===== src/rtl/ucsbece154b_perfmon_if.sv =====
// Pipeline observation and debug read bus for ucsbece154b_perfmon.
// master: pipeline/debug host side, slave: the performance monitor.
interface ucsbece154b_perfmon_if;
   logic [31:0] PCF_i;
   logic [31:0] InstrF_i;
   logic [31:0] PCF2_i;
   logic [31:0] InstrF2_i;
   logic [31:0] InstrD_i;
   logic [31:0] InstrD2_i;
   logic        StallD_i;
   logic        clear_i;
   logic        rd_req_i;
   logic [2:0]  rd_addr_i;
   logic        rd_ack_o;
   logic [31:0] rd_data_o;
   logic        halted_o;
   logic        timeout_o;

   modport master (
      output PCF_i, InstrF_i, PCF2_i, InstrF2_i, InstrD_i, InstrD2_i,
             StallD_i, clear_i, rd_req_i, rd_addr_i,
      input  rd_ack_o, rd_data_o, halted_o, timeout_o
   );

   modport slave (
      input  PCF_i, InstrF_i, PCF2_i, InstrF2_i, InstrD_i, InstrD2_i,
             StallD_i, clear_i, rd_req_i, rd_addr_i,
      output rd_ack_o, rd_data_o, halted_o, timeout_o
   );
endinterface


===== src/rtl/ucsbece154b_perfmon.sv =====
// Performance monitor for the dual-issue pipeline: saturating cycle and
// useful-instruction counters, halt detection (both lanes re-fetching NOP at
// an unchanged PC), cycle-budget timeout and a 1-cycle registered read port.
// Optional macro PERFMON_LANE_STATS_EN adds dual-issue and stall counters
// at read addresses 4 and 5.
module ucsbece154b_perfmon #(
   parameter int          CNT_W      = 32,
   parameter logic [31:0] NOP        = 32'h00000013,
   parameter int          MAX_CYCLES = 200
) (
   input logic                   clk,
   input logic                   reset,
   ucsbece154b_perfmon_if.slave  bus
);

   typedef enum logic [1:0] {RUN, HALTED, TIMEOUT} state_t;

   localparam logic [CNT_W-1:0] CNT_MAX = '1;

   // Timeout compare is done wider than the counter so a narrow counter
   // never aliases the budget (e.g. 200 mod 16).
   typedef logic [CNT_W+31:0] wide_t;
   localparam wide_t MAX_W = wide_t'(MAX_CYCLES);

   state_t            state_reg, state_next;
   logic [CNT_W-1:0]  cyc_cnt_reg, ins_cnt_reg;
   logic [CNT_W-1:0]  cyc_cnt_next, ins_cnt_next;
   logic [31:0]       prev_pc1_reg, prev_pc2_reg, halt_pc_reg;
   logic              prev_vld_reg;
   logic              rd_ack_reg;
   logic [31:0]       rd_data_reg, rd_data_next;
   logic [31:0]       instr_d [2];
   logic [1:0]        lane_vld;
   logic [1:0]        ins_inc;
   logic              halt_det, cnt_en, timeout_hit;

   function automatic logic [CNT_W-1:0] sat_add(input logic [CNT_W-1:0] a,
                                                input logic [1:0] inc);
      logic [CNT_W:0] s;
      s = {1'b0, a} + {{(CNT_W-1){1'b0}}, inc};
      return s[CNT_W] ? CNT_MAX : s[CNT_W-1:0];
   endfunction

   assign instr_d[0] = bus.InstrD_i;
   assign instr_d[1] = bus.InstrD2_i;

   // A decode lane is useful when it holds a real instruction and is not stalled.
   genvar gi;
   generate
      for (gi = 0; gi < 2; gi++) begin : g_lane
         assign lane_vld[gi] = (instr_d[gi] != 32'd0) && (instr_d[gi] != NOP) &&
                               !bus.StallD_i;
      end
   endgenerate

   assign ins_inc      = {1'b0, lane_vld[0]} + {1'b0, lane_vld[1]};
   assign halt_det     = prev_vld_reg &&
                         (bus.PCF_i  == prev_pc1_reg) && (bus.InstrF_i  == NOP) &&
                         (bus.PCF2_i == prev_pc2_reg) && (bus.InstrF2_i == NOP);
   assign cnt_en       = (state_reg == RUN) && !halt_det;
   assign cyc_cnt_next = sat_add(cyc_cnt_reg, 2'd1);
   assign ins_cnt_next = sat_add(ins_cnt_reg, ins_inc);
   assign timeout_hit  = (wide_t'(cyc_cnt_next) == MAX_W);

   // State register.
   always_ff @(posedge clk or posedge reset) begin
      if (reset) state_reg <= RUN;
      else       state_reg <= state_next;
   end

   // Next state: clear wins, then halt over timeout; end states are sticky.
   always_comb begin
      state_next = state_reg;
      if (bus.clear_i) begin
         state_next = RUN;
      end else begin
         case (state_reg)
            RUN: begin
               if (halt_det)         state_next = HALTED;
               else if (timeout_hit) state_next = TIMEOUT;
            end
            default: ;
         endcase
      end
   end

   // Main counters, previous-PC tracking and halt PC capture.
   always_ff @(posedge clk or posedge reset) begin
      if (reset) begin
         cyc_cnt_reg  <= '0;
         ins_cnt_reg  <= '0;
         prev_pc1_reg <= '0;
         prev_pc2_reg <= '0;
         prev_vld_reg <= 1'b0;
         halt_pc_reg  <= '0;
      end else if (bus.clear_i) begin
         cyc_cnt_reg  <= '0;
         ins_cnt_reg  <= '0;
         prev_pc1_reg <= '0;
         prev_pc2_reg <= '0;
         prev_vld_reg <= 1'b0;
         halt_pc_reg  <= '0;
      end else if (state_reg == RUN) begin
         if (halt_det) begin
            halt_pc_reg <= bus.PCF_i;
         end else begin
            cyc_cnt_reg  <= cyc_cnt_next;
            ins_cnt_reg  <= ins_cnt_next;
            prev_pc1_reg <= bus.PCF_i;
            prev_pc2_reg <= bus.PCF2_i;
            prev_vld_reg <= 1'b1;
         end
      end
   end

`ifdef PERFMON_LANE_STATS_EN
   logic [CNT_W-1:0] dual_cnt_reg, stall_cnt_reg;

   // Dual-issue and decode-stall counters, same clear/freeze rules as above.
   always_ff @(posedge clk or posedge reset) begin
      if (reset) begin
         dual_cnt_reg  <= '0;
         stall_cnt_reg <= '0;
      end else if (bus.clear_i) begin
         dual_cnt_reg  <= '0;
         stall_cnt_reg <= '0;
      end else if (cnt_en) begin
         if (&lane_vld)    dual_cnt_reg  <= sat_add(dual_cnt_reg, 2'd1);
         if (bus.StallD_i) stall_cnt_reg <= sat_add(stall_cnt_reg, 2'd1);
      end
   end
`endif

   // Read mux over pre-update register values.
   always_comb begin
      rd_data_next = 32'd0;
      case (bus.rd_addr_i)
         3'd0: rd_data_next = 32'(cyc_cnt_reg);
         3'd1: rd_data_next = 32'(ins_cnt_reg);
         3'd2: rd_data_next = {29'd0, state_reg == TIMEOUT, state_reg == HALTED,
                               state_reg == RUN};
         3'd3: rd_data_next = halt_pc_reg;
`ifdef PERFMON_LANE_STATS_EN
         3'd4: rd_data_next = 32'(dual_cnt_reg);
         3'd5: rd_data_next = 32'(stall_cnt_reg);
`endif
         default: rd_data_next = 32'd0;
      endcase
   end

   // Registered read response: one-cycle latency, ack follows the request.
   always_ff @(posedge clk or posedge reset) begin
      if (reset) begin
         rd_ack_reg  <= 1'b0;
         rd_data_reg <= '0;
      end else begin
         rd_ack_reg <= bus.rd_req_i;
         if (bus.rd_req_i) rd_data_reg <= rd_data_next;
      end
   end

   assign bus.rd_ack_o  = rd_ack_reg;
   assign bus.rd_data_o = rd_data_reg;
   assign bus.halted_o  = (state_reg == HALTED);
   assign bus.timeout_o = (state_reg == TIMEOUT);

endmodule


===== src/flat_wrapper.sv =====
// flat-port wrapper written by rule: the top's interface ports become plain ports
module ucsbece154b_perfmon_flat 
#(
   parameter int          CNT_W      = 32,
   parameter logic [31:0] NOP        = 32'h00000013,
   parameter int          MAX_CYCLES = 200
)
  (clk, reset, bus_PCF_i, bus_InstrF_i, bus_PCF2_i, bus_InstrF2_i, bus_InstrD_i, bus_InstrD2_i, bus_StallD_i, bus_clear_i, bus_rd_req_i, bus_rd_addr_i, bus_rd_ack_o, bus_rd_data_o, bus_halted_o, bus_timeout_o);
  ucsbece154b_perfmon_if bus_i ();
  input logic clk;
  input logic reset;
  input wire logic [$bits(bus_i.PCF_i)-1:0] bus_PCF_i;
  input wire logic [$bits(bus_i.InstrF_i)-1:0] bus_InstrF_i;
  input wire logic [$bits(bus_i.PCF2_i)-1:0] bus_PCF2_i;
  input wire logic [$bits(bus_i.InstrF2_i)-1:0] bus_InstrF2_i;
  input wire logic [$bits(bus_i.InstrD_i)-1:0] bus_InstrD_i;
  input wire logic [$bits(bus_i.InstrD2_i)-1:0] bus_InstrD2_i;
  input wire logic [$bits(bus_i.StallD_i)-1:0] bus_StallD_i;
  input wire logic [$bits(bus_i.clear_i)-1:0] bus_clear_i;
  input wire logic [$bits(bus_i.rd_req_i)-1:0] bus_rd_req_i;
  input wire logic [$bits(bus_i.rd_addr_i)-1:0] bus_rd_addr_i;
  output wire logic [$bits(bus_i.rd_ack_o)-1:0] bus_rd_ack_o;
  output wire logic [$bits(bus_i.rd_data_o)-1:0] bus_rd_data_o;
  output wire logic [$bits(bus_i.halted_o)-1:0] bus_halted_o;
  output wire logic [$bits(bus_i.timeout_o)-1:0] bus_timeout_o;
  assign bus_i.PCF_i = bus_PCF_i;
  assign bus_i.InstrF_i = bus_InstrF_i;
  assign bus_i.PCF2_i = bus_PCF2_i;
  assign bus_i.InstrF2_i = bus_InstrF2_i;
  assign bus_i.InstrD_i = bus_InstrD_i;
  assign bus_i.InstrD2_i = bus_InstrD2_i;
  assign bus_i.StallD_i = bus_StallD_i;
  assign bus_i.clear_i = bus_clear_i;
  assign bus_i.rd_req_i = bus_rd_req_i;
  assign bus_i.rd_addr_i = bus_rd_addr_i;
  assign bus_rd_ack_o = bus_i.rd_ack_o;
  assign bus_rd_data_o = bus_i.rd_data_o;
  assign bus_halted_o = bus_i.halted_o;
  assign bus_timeout_o = bus_i.timeout_o;
  ucsbece154b_perfmon #(.CNT_W(CNT_W), .NOP(NOP), .MAX_CYCLES(MAX_CYCLES)) u_core (.clk(clk), .reset(reset), .bus(bus_i));
endmodule

===== config.mk =====
export PLATFORM = sky130hd
export DESIGN_NAME = ucsbece154b_perfmon_flat
export DESIGN_NICKNAME = d
export VERILOG_FILES = /design/src/rtl/ucsbece154b_perfmon_if.sv /design/src/rtl/ucsbece154b_perfmon.sv /design/src/flat_wrapper.sv
export SDC_FILE = /design/constraint.sdc
export NUM_CORES = 1
export LEC_CHECK = 0
export CAP_MARGIN = 30
export CORE_ASPECT_RATIO = 0.8
export CORE_MARGIN = 1
export CORE_UTILIZATION = 36
export DETAILED_ROUTE_END_ITERATION = 10
export DONT_BUFFER_PORTS = 1
export REMOVE_ABC_BUFFERS = 1
export SLEW_MARGIN = 10
export SYNTH_ARGS = -nofsm -noshare
export SYNTH_HDL_FRONTEND = slang
export SYNTH_SLANG_ARGS = --single-unit

===== constraint.sdc =====
create_clock -name clk -period 7.95 [get_ports clk]
set_clock_uncertainty 0.2 [all_clocks]
set_input_delay 1.1925 -clock clk [delete_from_list [all_inputs] [get_ports clk]]
set_output_delay 1.1925 -clock clk [all_outputs]
set_load 0.01 [all_outputs]

==> results list <==
- Data arrival time at the worst-slack endpoint: 5080 ps
* Initial core utilization: 0.3709
* End-of-flow core utilization: 0.4002
* Overall power: 2.154 mW
- Once routing completed, OpenROAD measured the worst setup slack at 3020 ps.
- The die is 197.6 um wide.
- Avg Synthesized Cell Area: 8.973 um2
- Flip-flop and latch count after synthesis: 196
- Combinational share of power: 0.071
- Net switching share of the total power: 0.2419
- Across the VDD grid, the largest voltage drop is 0.0001465 V.
- Total power density per cell area: 181.1 mW/mm2
- The cell area that synthesis handed to floorplanning was 0.01102 mm2.
- Global-route wire length before repair: 50290 um
- Post-synth top cells: 196 x sky130_fd_sc_hd__dfrtp_1, 176 x sky130_fd_sc_hd__nand2_1, 109 x sky130_fd_sc_hd__a21oi_1
* Highest clock rate: 202.8 MHz
- Entering global routing, the biggest net connects 159 pins.
* Floorplan core area: 0.02971 mm2
* Antenna Nets Post-Route: 0
- For this block, the routed nets add up to 32730 um of wire.
* Chip Height: 158.5 um
- Setup violations remaining at the end of the flow were counted as 0.
* Overall die area: 0.03132 mm2
* Kind of end point of the critical path: flop
- Worst Setup Slack post-DPL: 2596 ps
- During I/O placement, the number of pins put on the boundary was 235.
- Fraction of final layout cells sized beyond drive strength 1: 0.09584
- 1st-pass router iterations: 5
* Wire per inst: 20.63 um
- The clock drives 196 sinks.
- Count of max-cap constraint violations: 0
* Setup repair after global routing missed its margin: false
- Category of the critical setup timing path: input pin to flop
- Cell internal power dissipation: 1.633 mW
- Counting tap cells, the placed design contains a total of 1551 instances.
- TritonCTS built the clock tree.
- Of the total power, the clock network draws 0.432.
- Required arrival time at the worst endpoint: 8100 ps
- The longest clock path from root to sink contains 2 buffers.
- The floorplan has 56 rows.
- Power dissipated by switching net loads: 0.5210 mW
* Transition at the pin with the smallest max-transition slack: 891.7 ps
* Cell type with the highest aggregate area in the netlist: sky130_fd_sc_hd__dfrtp_1
- Count of flip-flops with a built-in enable after synthesis: 0
- Via count: 9185
* Final RePlAce weighted congestion: 0.8532
- Status: completed
* Slowest CP cell: sky130_fd_sc_hd__nor3_1
- For this run, the number of standard cells in the final layout without fillers is 1587.
- The first routing iteration left 776 violations.
* Category of the worst setup path launch point: input pin
* Total grt overflow: 0
* Final number of max-transition violations: 0
- Port buffer count: 0
- Clock tree synthesis selected as its root buffer the cell sky130_fd_sc_hd__clkbuf_16.
- Total clock buffers created by CTS: 17
* Highest net fanout along the worst path: 15
* Summed negative setup slack over all endpoints: 0 ps
- The initial antenna violation count is 1.
* Setup repair bufs after CTS: 0
- Clock-pin slew was measured on the worst setup and hold paths at 80 ps.
- Number of buffers inserted for hold repair after clock tree synthesis: 0
- Sorting the synthesized cells by area gives the leading types as sky130_fd_sc_hd__dfrtp_1 45%, sky130_fd_sc_hd__nand2_1 6.0%, sky130_fd_sc_hd__mux2_2 5.9%, sky130_fd_sc_hd__a21oi_1 5.0%, sky130_fd_sc_hd__inv_1 2.5%.
- Compared with the post-synthesis result, the final layout area differs by 7.903%.
- Among all flip-flop cells after synthesis, the most frequent one is sky130_fd_sc_hd__dfrtp_1.
- Ys Warns: 0
* Net total in the final layout: 1369
- Count leader, synth: sky130_fd_sc_hd__dfrtp_1
* Async set-reset flop share out of synthesis: 1.000
* DRC violation count after routing: 0
- The signal on the critical path passes through nor4_1, nand4_1, a21oi_1, a41o_1, fa_1, inv_1, ha_1, and3_1, nand4_1, nor3_1, and3_1, nor2_1, a311oi_1.
- Number of gates resized after cts: 0
- Dividing the final minimum period by the clock period gives 0.6202.
- The number of failing hold endpoints at the final stage came to 0.
- The share of total power dissipated in sequential elements is 0.497.
* Total routing resource utilization after global routing: 0.2102
* Routed via count divided by cell count: 5.788
* Mapped Cells: 1228
- Maximum level of the CTS H-tree: 4
* Vias in the first global route: 8599
* HPWL after detailed placement: 22670 um
- Summed over all cells, the static leakage comes to 4.860 nW.
* Maximum cell stage delay along the critical path: 720 ps
- Top cell type's share of synthesized area: 0.4451
- Sequential-to-total area share from yosys stat: 0.4451
- The later pin in the worst-skew pair is clocked with a latency of 450 ps.
- Worst relative slew slack: 0.4001
- Subtracting the final worst setup slack from the clock period gives 4930 ps.
- The tightest min-delay check is of the flop to flop type.
* Number of unique standard cell types used by synthesis: 60
==> critical path, delay by kind of cell <==
kind,cells,cell delay (ps)
AO/OA/AOI/OAI,3,710
adder cells (fa/ha/maj),2,620
buffers and inverters,1,80
AND/OR/NAND/NOR,7,2460
==> routing by layer <==
metal / vias to the layer above / track usage / part of all wire
li1: 4317 / - / -
met1: 4490 / 0.2965 / 0.47
met2: 337 / 0.3107 / 0.44
met3: 41 / 0.05401 / 0.073
met4: 0 / 0.07235 / 0.023
met5: - / 0 / 0
==> layout make-up <==
cell class,count,area [um2]
Fill cell,2975,17820
Multi-Input combinational cell,867,5440
Sequential cell,196,4905
Tap cell,406,508.0
Clock buffer,21,470.5
Inverter,73,281.5
Clock inverter,11,150.1
Timing Repair Buffer,11,130.1
Antenna cell,2,5.005
==> through the flow <==
stage | area [um2] | hold WS (ps)
after CTS | 11830 | 306.8
after floorplan | 10610 | 257.5
after detailed placement | 11210 | 290.8
final | 11890 | 301.9
after global placement | 11190 | 278.0
after global routing | 11890 | 316.6
==> power by group through the flow <==
stage | clock [mW] | sequential, mW | combinational (mW)
2_1_floorplan | 0 | 1.08 | 0.117
3_3_place_gp | 0 | 1.09 | 0.151
3_5_place_dp | 0 | 1.09 | 0.152
4_1_cts | 0.949 | 1.07 | 0.153
5_1_grt | 0.985 | 1.08 | 0.173
6_report | 0.930 | 1.07 | 0.153
==> layout by cell type, fill, tap and decap left out, types with 17 or more instances in the layout <==
cell / n
sky130_fd_sc_hd__dfrtp_1: 196
sky130_fd_sc_hd__nand2_1: 176
sky130_fd_sc_hd__a21oi_1: 109
sky130_fd_sc_hd__inv_1: 72
sky130_fd_sc_hd__mux2_2: 58
sky130_fd_sc_hd__nor2_1: 50
sky130_fd_sc_hd__nor4_1: 43
sky130_fd_sc_hd__nor2b_1: 38
sky130_fd_sc_hd__o22ai_1: 38
sky130_fd_sc_hd__nand4_1: 32
sky130_fd_sc_hd__a311oi_1: 31
sky130_fd_sc_hd__xnor2_1: 30
sky130_fd_sc_hd__nor3_1: 30
sky130_fd_sc_hd__a22oi_1: 29
sky130_fd_sc_hd__nand3_1: 23
sky130_fd_sc_hd__and3_1: 21
sky130_fd_sc_hd__o21ai_0: 18
sky130_fd_sc_hd__clkbuf_16: 17
==> path summary, 6_finish.rpt <==
kind	from	end	slack [ps]	cells past startpoint
max in group asynchronous	reset	u_core.prev_pc2_reg[5]$_DFFE_PP0P_	5810	4
worst min register to register	u_core.prev_vld_reg$_DFFE_PP0P_	u_core.prev_vld_reg$_DFFE_PP0P_	300	2
min in group asynchronous	reset	u_core.prev_pc2_reg[16]$_DFFE_PP0P_	390	1
worst min-delay path	u_core.prev_vld_reg$_DFFE_PP0P_	u_core.prev_vld_reg$_DFFE_PP0P_	300	2
worst max register to register	u_core.prev_pc1_reg[4]$_DFFE_PP0P_	u_core.cyc_cnt_reg[19]$_DFFE_PP0P_	3770	9
worst max-delay path	bus_InstrD_i[5]	u_core.ins_cnt_reg[19]$_DFFE_PP0P_	3020	13
==> cell families (layout without fill, tap and decap cells) <==
| logic type | after synthesis | after routing | synth area share |
|---|---|---|---|
| simple gates | 463 | 463 | 0.2112 |
| compound gates | 297 | 297 | 0.1782 |
| flops | 196 | 196 | 0.4451 |
| buf+inv | 165 | 116 | 0.06177 |
| mux | 62 | 62 | 0.06631 |
| xor+xnor | 42 | 42 | 0.03338 |
| fa+ha+maj | 3 | 3 | 0.004087 |
| other cells | 0 | 2 | 0 |
Power figures use the tool's default switching activity.
